### src/rtl/reaction_time_display.sv
// Converts a binary reaction time (ms) into four active-low 7-segment digits using
// an iterative double-dabble converter, and can also show the "dis" pattern.
module reaction_time_display #(
    parameter int BIN_W    = 14,
    parameter bit BLANK_LZ = 1'b1
) (
    input  logic             clk,
    input  logic             reset,
    input  logic             in_valid,
    output logic             in_ready,
    input  logic [BIN_W-1:0] in_value,
    input  logic             in_dq,
    output logic             done,
    output logic             ovf,
    output logic [6:0]       hex0,
    output logic [6:0]       hex1,
    output logic [6:0]       hex2,
    output logic [6:0]       hex3
);

    localparam int CNT_W = $clog2(BIN_W + 1);
    localparam logic [6:0] SEG_BLANK = 7'b1111111;

    typedef enum logic {IDLE, CONV} state_t;

    state_t           state;
    state_t           state_next;
    logic [BIN_W-1:0] shreg;
    logic [15:0]      bcd;
    logic [15:0]      bcd_adj;
    logic [15:0]      bcd_next;
    logic [CNT_W-1:0] cnt;
    logic             ovf_pending;
    logic             accept;
    logic             last_step;
    logic             over_max;
    logic             blank3;
    logic             blank2;
    logic             blank1;

    function automatic logic [6:0] seg7(input logic [3:0] d);
        case (d)
            4'd0:    seg7 = 7'b1000000;
            4'd1:    seg7 = 7'b1111001;
            4'd2:    seg7 = 7'b0100100;
            4'd3:    seg7 = 7'b0110000;
            4'd4:    seg7 = 7'b0011001;
            4'd5:    seg7 = 7'b0010010;
            4'd6:    seg7 = 7'b0000010;
            4'd7:    seg7 = 7'b1111000;
            4'd8:    seg7 = 7'b0000000;
            4'd9:    seg7 = 7'b0010000;
            default: seg7 = SEG_BLANK;
        endcase
    endfunction

    assign in_ready  = (state == IDLE);
    assign accept    = in_valid && in_ready;
    assign over_max  = 32'(in_value) > 32'd9999;
    assign last_step = (state == CONV) && (cnt == CNT_W'(BIN_W - 1));

    // One double-dabble step: correct every nibble >= 5, then shift in the next binary bit.
    always_comb begin
        bcd_adj = bcd;
        for (int i = 0; i < 4; i++) begin
            if (bcd[4*i +: 4] >= 4'd5) begin
                bcd_adj[4*i +: 4] = bcd[4*i +: 4] + 4'd3;
            end
        end
        bcd_next = (bcd_adj << 1) | {15'd0, shreg[BIN_W-1]};
    end

    assign blank3 = BLANK_LZ && (bcd_next[15:12] == 4'd0);
    assign blank2 = blank3 && (bcd_next[11:8] == 4'd0);
    assign blank1 = blank2 && (bcd_next[7:4] == 4'd0);

    always_ff @(posedge clk or posedge reset) begin
        if (reset) begin
            state <= IDLE;
        end else begin
            state <= state_next;
        end
    end

    always_comb begin
        state_next = state;
        case (state)
            IDLE:    if (accept && !in_dq) state_next = CONV;
            CONV:    if (last_step) state_next = IDLE;
            default: state_next = IDLE;
        endcase
    end

    // Datapath: the display registers only change on a "dis" request or a finished conversion.
    always_ff @(posedge clk or posedge reset) begin
        if (reset) begin
            shreg       <= '0;
            bcd         <= '0;
            cnt         <= '0;
            ovf_pending <= 1'b0;
            ovf         <= 1'b0;
            done        <= 1'b0;
            hex0        <= SEG_BLANK;
            hex1        <= SEG_BLANK;
            hex2        <= SEG_BLANK;
            hex3        <= SEG_BLANK;
        end else begin
            done <= 1'b0;
            case (state)
                IDLE: begin
                    if (accept && in_dq) begin
                        hex3 <= SEG_BLANK;
                        hex2 <= 7'b0100001;
                        hex1 <= 7'b1111011;
                        hex0 <= 7'b0010010;
                        ovf  <= 1'b0;
                        done <= 1'b1;
                    end else if (accept) begin
                        shreg       <= over_max ? BIN_W'(9999) : in_value;
                        bcd         <= '0;
                        cnt         <= '0;
                        ovf_pending <= over_max;
                    end
                end
                CONV: begin
                    shreg <= shreg << 1;
                    bcd   <= bcd_next;
                    cnt   <= cnt + 1'b1;
                    if (last_step) begin
                        hex0 <= seg7(bcd_next[3:0]);
                        hex1 <= blank1 ? SEG_BLANK : seg7(bcd_next[7:4]);
                        hex2 <= blank2 ? SEG_BLANK : seg7(bcd_next[11:8]);
                        hex3 <= blank3 ? SEG_BLANK : seg7(bcd_next[15:12]);
                        ovf  <= ovf_pending;
                        done <= 1'b1;
                    end
                end
                default: ;
            endcase
        end
    end

endmodule

### config.mk
export PLATFORM = sky130hd
export DESIGN_NAME = reaction_time_display
export DESIGN_NICKNAME = d
export VERILOG_FILES = /design/src/rtl/reaction_time_display.sv
export SDC_FILE = /design/constraint.sdc
export NUM_CORES = 1
export LEC_CHECK = 0
export CAP_MARGIN = 10
export CORE_MARGIN = 8
export CORE_UTILIZATION = 39
export CTS_CLUSTER_DIAMETER = 150
export DETAILED_ROUTE_END_ITERATION = 10
export DONT_BUFFER_PORTS = 1
export PLACE_DENSITY_LB_ADDON = 0.25
export SETUP_SLACK_MARGIN = 0.3
export SKIP_LAST_GASP = 1
export SYNTH_ARGS = -nofsm -noshare
export SYNTH_HDL_FRONTEND = slang
export SYNTH_SLANG_ARGS = --single-unit
### constraint.sdc
create_clock -name clk -period 2.2 [get_ports clk]
set_clock_uncertainty 0.1 [all_clocks]
set_input_delay 0.44 -clock clk [delete_from_list [all_inputs] [get_ports clk]]
set_output_delay 0.44 -clock clk [all_outputs]
set_load 0.02 [all_outputs]
==> results of run 1 <==
## synth_stat cells (2+ instances only)
cell type / count
sky130_fd_sc_hd__a32oi_1: 3
sky130_fd_sc_hd__buf_2: 4
sky130_fd_sc_hd__mux2_2: 2
sky130_fd_sc_hd__nand3_1: 12
sky130_fd_sc_hd__o22a_1: 12
sky130_fd_sc_hd__o31ai_1: 8
sky130_fd_sc_hd__dfrtp_1: 38
sky130_fd_sc_hd__dfstp_2: 28
sky130_fd_sc_hd__xnor2_1: 3
sky130_fd_sc_hd__mux2i_1: 6
sky130_fd_sc_hd__o2bb2ai_1: 2
sky130_fd_sc_hd__nand4_1: 2
sky130_fd_sc_hd__a31oi_1: 7
sky130_fd_sc_hd__a32o_1: 2
sky130_fd_sc_hd__o21ai_0: 37
sky130_fd_sc_hd__a211oi_1: 2
sky130_fd_sc_hd__o32a_1: 4
sky130_fd_sc_hd__nand2b_1: 7
sky130_fd_sc_hd__nor3b_1: 5
sky130_fd_sc_hd__a221o_1: 8
sky130_fd_sc_hd__nor2b_1: 4
sky130_fd_sc_hd__or2_1: 2
sky130_fd_sc_hd__a21o_1: 2
sky130_fd_sc_hd__o211ai_1: 2
sky130_fd_sc_hd__nor2_1: 26
sky130_fd_sc_hd__o21ai_1: 6
sky130_fd_sc_hd__nor3_1: 4
sky130_fd_sc_hd__clkbuf_1: 21
sky130_fd_sc_hd__a21oi_1: 20
sky130_fd_sc_hd__ha_1: 22
sky130_fd_sc_hd__inv_1: 20
sky130_fd_sc_hd__o22ai_1: 8
sky130_fd_sc_hd__and3_1: 7
sky130_fd_sc_hd__nand2_1: 61
sky130_fd_sc_hd__o21bai_1: 3
sky130_fd_sc_hd__a22o_1: 2
## final timing paths
kind,startpoint,endpoint,slack [ns],depth (start not counted)
max reg2reg,bcd[9],hex2[2],-0.06,11
min in group asynchronous,reset,done,0.47,2
max,bcd[9],hex2[2],-0.06,11
min reg2reg,shreg[10],shreg[11],0.39,2
max in group asynchronous,reset,hex2[1],0.90,3
min,in_value[5],shreg[5],0.11,1
## registers in the layout (all words and copies together), names as in the netlist
| name | flops |
|---|---|
| state | 1 |
| bcd | 16 |
| done | 1 |
| cnt | 4 |
| hex3 | 7 |
| shreg | 14 |
| hex2 | 7 |
| hex0 | 7 |
| ovf | 1 |
| ovf_pending | 1 |
| hex1 | 7 |
## cells by family after synthesis
group / share of synthesized area, %
multiplexers: 2.43
buffers and inverters: 4.82
AO/OA/AOI/OAI: 24.5
adder cells (fa/ha/maj): 7.12
flip-flops: 43.6
AND/OR/NAND/NOR: 16.4
XOR/XNOR: 1.10
## layout make-up
cell class	count	area (µm²)
well taps	133	166
repair buffers	83	657
flip-flops and latches	66	1690
clock buffers	9	124
multi-input cells	312	2430
inverters	22	92.6
fillers	861	4400
clock inverters	7	125
## what timing repair did
action                                 CTS  global route
hold buffers                             1             0
pin swaps                               19            28
resized for setup                       57            24
endpoints found under the hold margin    2             0
setup buffers                            9             9
cloned                                   0             1
setup endpoints to repair               30            31
## through the flow
step | area (µm²) | worst slack [ns] | TNS, ns | hold WS [ns] | std cells
5_1_grt | 5290 | -0.175 | -1.87 | 0.102 | 632
3_3_place_gp | 4530 | -0.0552 | -0.574 | 0.244 | 596
3_5_place_dp | 4530 | -0.130 | -1.28 | 0.246 | 596
6_report | 5290 | -0.0608 | -0.575 | 0.114 | 632
4_1_cts | 5100 | -0.0587 | -0.262 | 0.109 | 622
2_1_floorplan | 3990 | -0.145 | -1.22 | 0.350 | 425
## per-layer routing
| metal | GRT usage (%) | routed length [µm] | vias up | share of wire, % |
|---|---|---|---|---|
| met4 | 6.92 | 219 | 0 | 2.0 |
| met3 | 5.21 | 884 | 20 | 8.0 |
| met2 | 24.7 | 5060 | 101 | 46 |
| met1 | 21.4 | 4890 | 1712 | 44 |
| met5 | 0 | 0 | - | 0 |
| li1 | - | - | 1680 | - |
==> metrics.log, run 1 <==
INFO  metric outcome = complete, but fails checks
INFO  metric violations = setup timing
INFO  metric synth.distinct_cells = a little under 60
INFO  metric maxCapViolations = 0
INFO  metric floorplan.core_area = between 9000 and 10000 µm²
INFO  metric grt_setup_unrepaired = yes
INFO  metric hold_class = input pin to flip-flop
INFO  metric htreeDepth = 3
INFO  metric timing.final.ws_setup = -0.0608 ns
INFO  metric design.die.area = around 13000 µm²
INFO  metric pin_count = 49
INFO  metric crit_path_start_kind = flip-flop
INFO  metric clock_tree.root_cell = sky130_fd_sc_hd__clkbuf_8
INFO  metric global_route.overflow_total = 0
INFO  metric fmaxAchievable = about 440 MHz
INFO  metric required = roughly 2.4 ns
INFO  metric layout-drive-gt1-share = 40.3%
INFO  metric yosys.area.top_type_share = roughly a quarter
INFO  metric endpoint_kind = flip-flop
INFO  metric drc = 0
INFO  metric worstPathMaxFanout = 6
INFO  metric postRouteAntennaNets = 0
INFO  metric layout.cells.most_common = sky130_fd_sc_hd__buf_4
INFO  metric post-route-util = between 50% and 60%
INFO  metric postSynthAreaPerCell = a little over 9 µm²
INFO  metric critPathKind = flip-flop to flip-flop
INFO  metric tritoncts.num_buffers = 9
INFO  metric tightest_slew = between 0.5 and 0.6 ns
INFO  metric final_cell_mix = 76 x sky130_fd_sc_hd__buf_4, 58 x sky130_fd_sc_hd__nand2_1, 36 x sky130_fd_sc_hd__dfrtp_1, 28 x sky130_fd_sc_hd__dfstp_2, 26 x sky130_fd_sc_hd__o21ai_0
INFO  metric largest_net_degree_at_the_start_of_global_routing = 33
INFO  metric count_of_yosys_warnings_during_synthesis = 0
INFO  metric synth_top_area_cell = sky130_fd_sc_hd__dfrtp_1
INFO  metric layout_overhead_on_the_synthesized_area = 36.8%
INFO  metric cpMaxStageDelayCell = sky130_fd_sc_hd__dfrtp_1
INFO  metric cells_after_synthesis = approximately 430
INFO  metric synthArstFlopShare = 100%
INFO  metric ys.flop_type = sky130_fd_sc_hd__dfrtp_1
INFO  metric final-max-slew-violation-count = 0
INFO  metric start_util = between 30 and 40%
INFO  metric wl_per_cell = around 18 µm
INFO  metric yosys_register_bits = 66
INFO  metric max_slew_margin = 60.8%
INFO  metric cpLargestDelayFamily = simple AND/OR/NAND/NOR gates
INFO  metric tritoncts = built
INFO  metric n_antenna_cell = 0
INFO  metric die_w = 116 µm
INFO  metric grt_pass1_wl = 17.4 mm
INFO  metric routabilityCongestion = between 0.8 and 0.9
INFO  metric finalSetupViolations = 12
INFO  metric clk_latency = about 0.36 ns
INFO  metric finalWorstPathRequiredPeriod = around 2.3 ns
INFO  metric cts_sink_count = 66
INFO  metric via_count_of_the_first_global_routing_pass = between 3000 and 4000
INFO  metric timing.critical_path.cells = inv_2 > ha_2 > nand2b_4 > a21oi_4 > xnor2_2 > clkinv_2 > ha_4 > nand2_4 > nor3_4 > or2_4 > a221o_1
INFO  metric postSynthNetCount = between 400 and 500
INFO  metric port-buffer-count = 0
INFO  metric global_route.usage.total = 16.5%
INFO  metric timing.critical_path.slowest_cell_delay = between 0.3 and 0.4 ns
INFO  metric antenna_violations_before_repair = 0
INFO  metric drt_iter0_drc = 262
INFO  metric largest_buffer_count_on_any_clock_path = 2
INFO  metric cp.arrival = 2.44 ns
INFO  metric num-nets-final = 534
INFO  metric cts.reportedPaths.clkPinSlew = 0.09 ns
INFO  metric placement_rows = 36
INFO  metric hold_violations = 0
INFO  metric syn_area = approximately 3900 µm²
INFO  metric worstPathBufferInverterCount = 2
INFO  metric ratio_of_routed_vias_to_standard_cells = about 5.6
INFO  metric chipHeight = around 120 µm
INFO  metric post-route-period-util = 103%
INFO  metric total_via_count_in_the_routed_design = approximately 3500
INFO  metric routed_wl = roughly 11 mm
INFO  metric synth.top_cells.by_area = sky130_fd_sc_hd__dfrtp_1 25%, sky130_fd_sc_hd__dfstp_2 19%, sky130_fd_sc_hd__ha_1 7.1%
INFO  metric synth_seq_area_share = a little over two fifths
INFO  metric synth_enable_flop_cells = 0
INFO  metric detail_route.first_pass.iterations = 4
INFO  metric dpl.hpwl = 7.39 mm
Power of run 1 is not shown: default switching activity piles up to over one toggle a cycle in this logic, so the estimate is an artifact.
==> run 2, diff against run 1 <==
Settings changed: CTS_CLUSTER_DIAMETER 150 to not set.
==> results of run 2 <==
Same layout as run 1: the final DEF is identical, and so are final timing and power.
Power of run 2 is left out for the same reason.
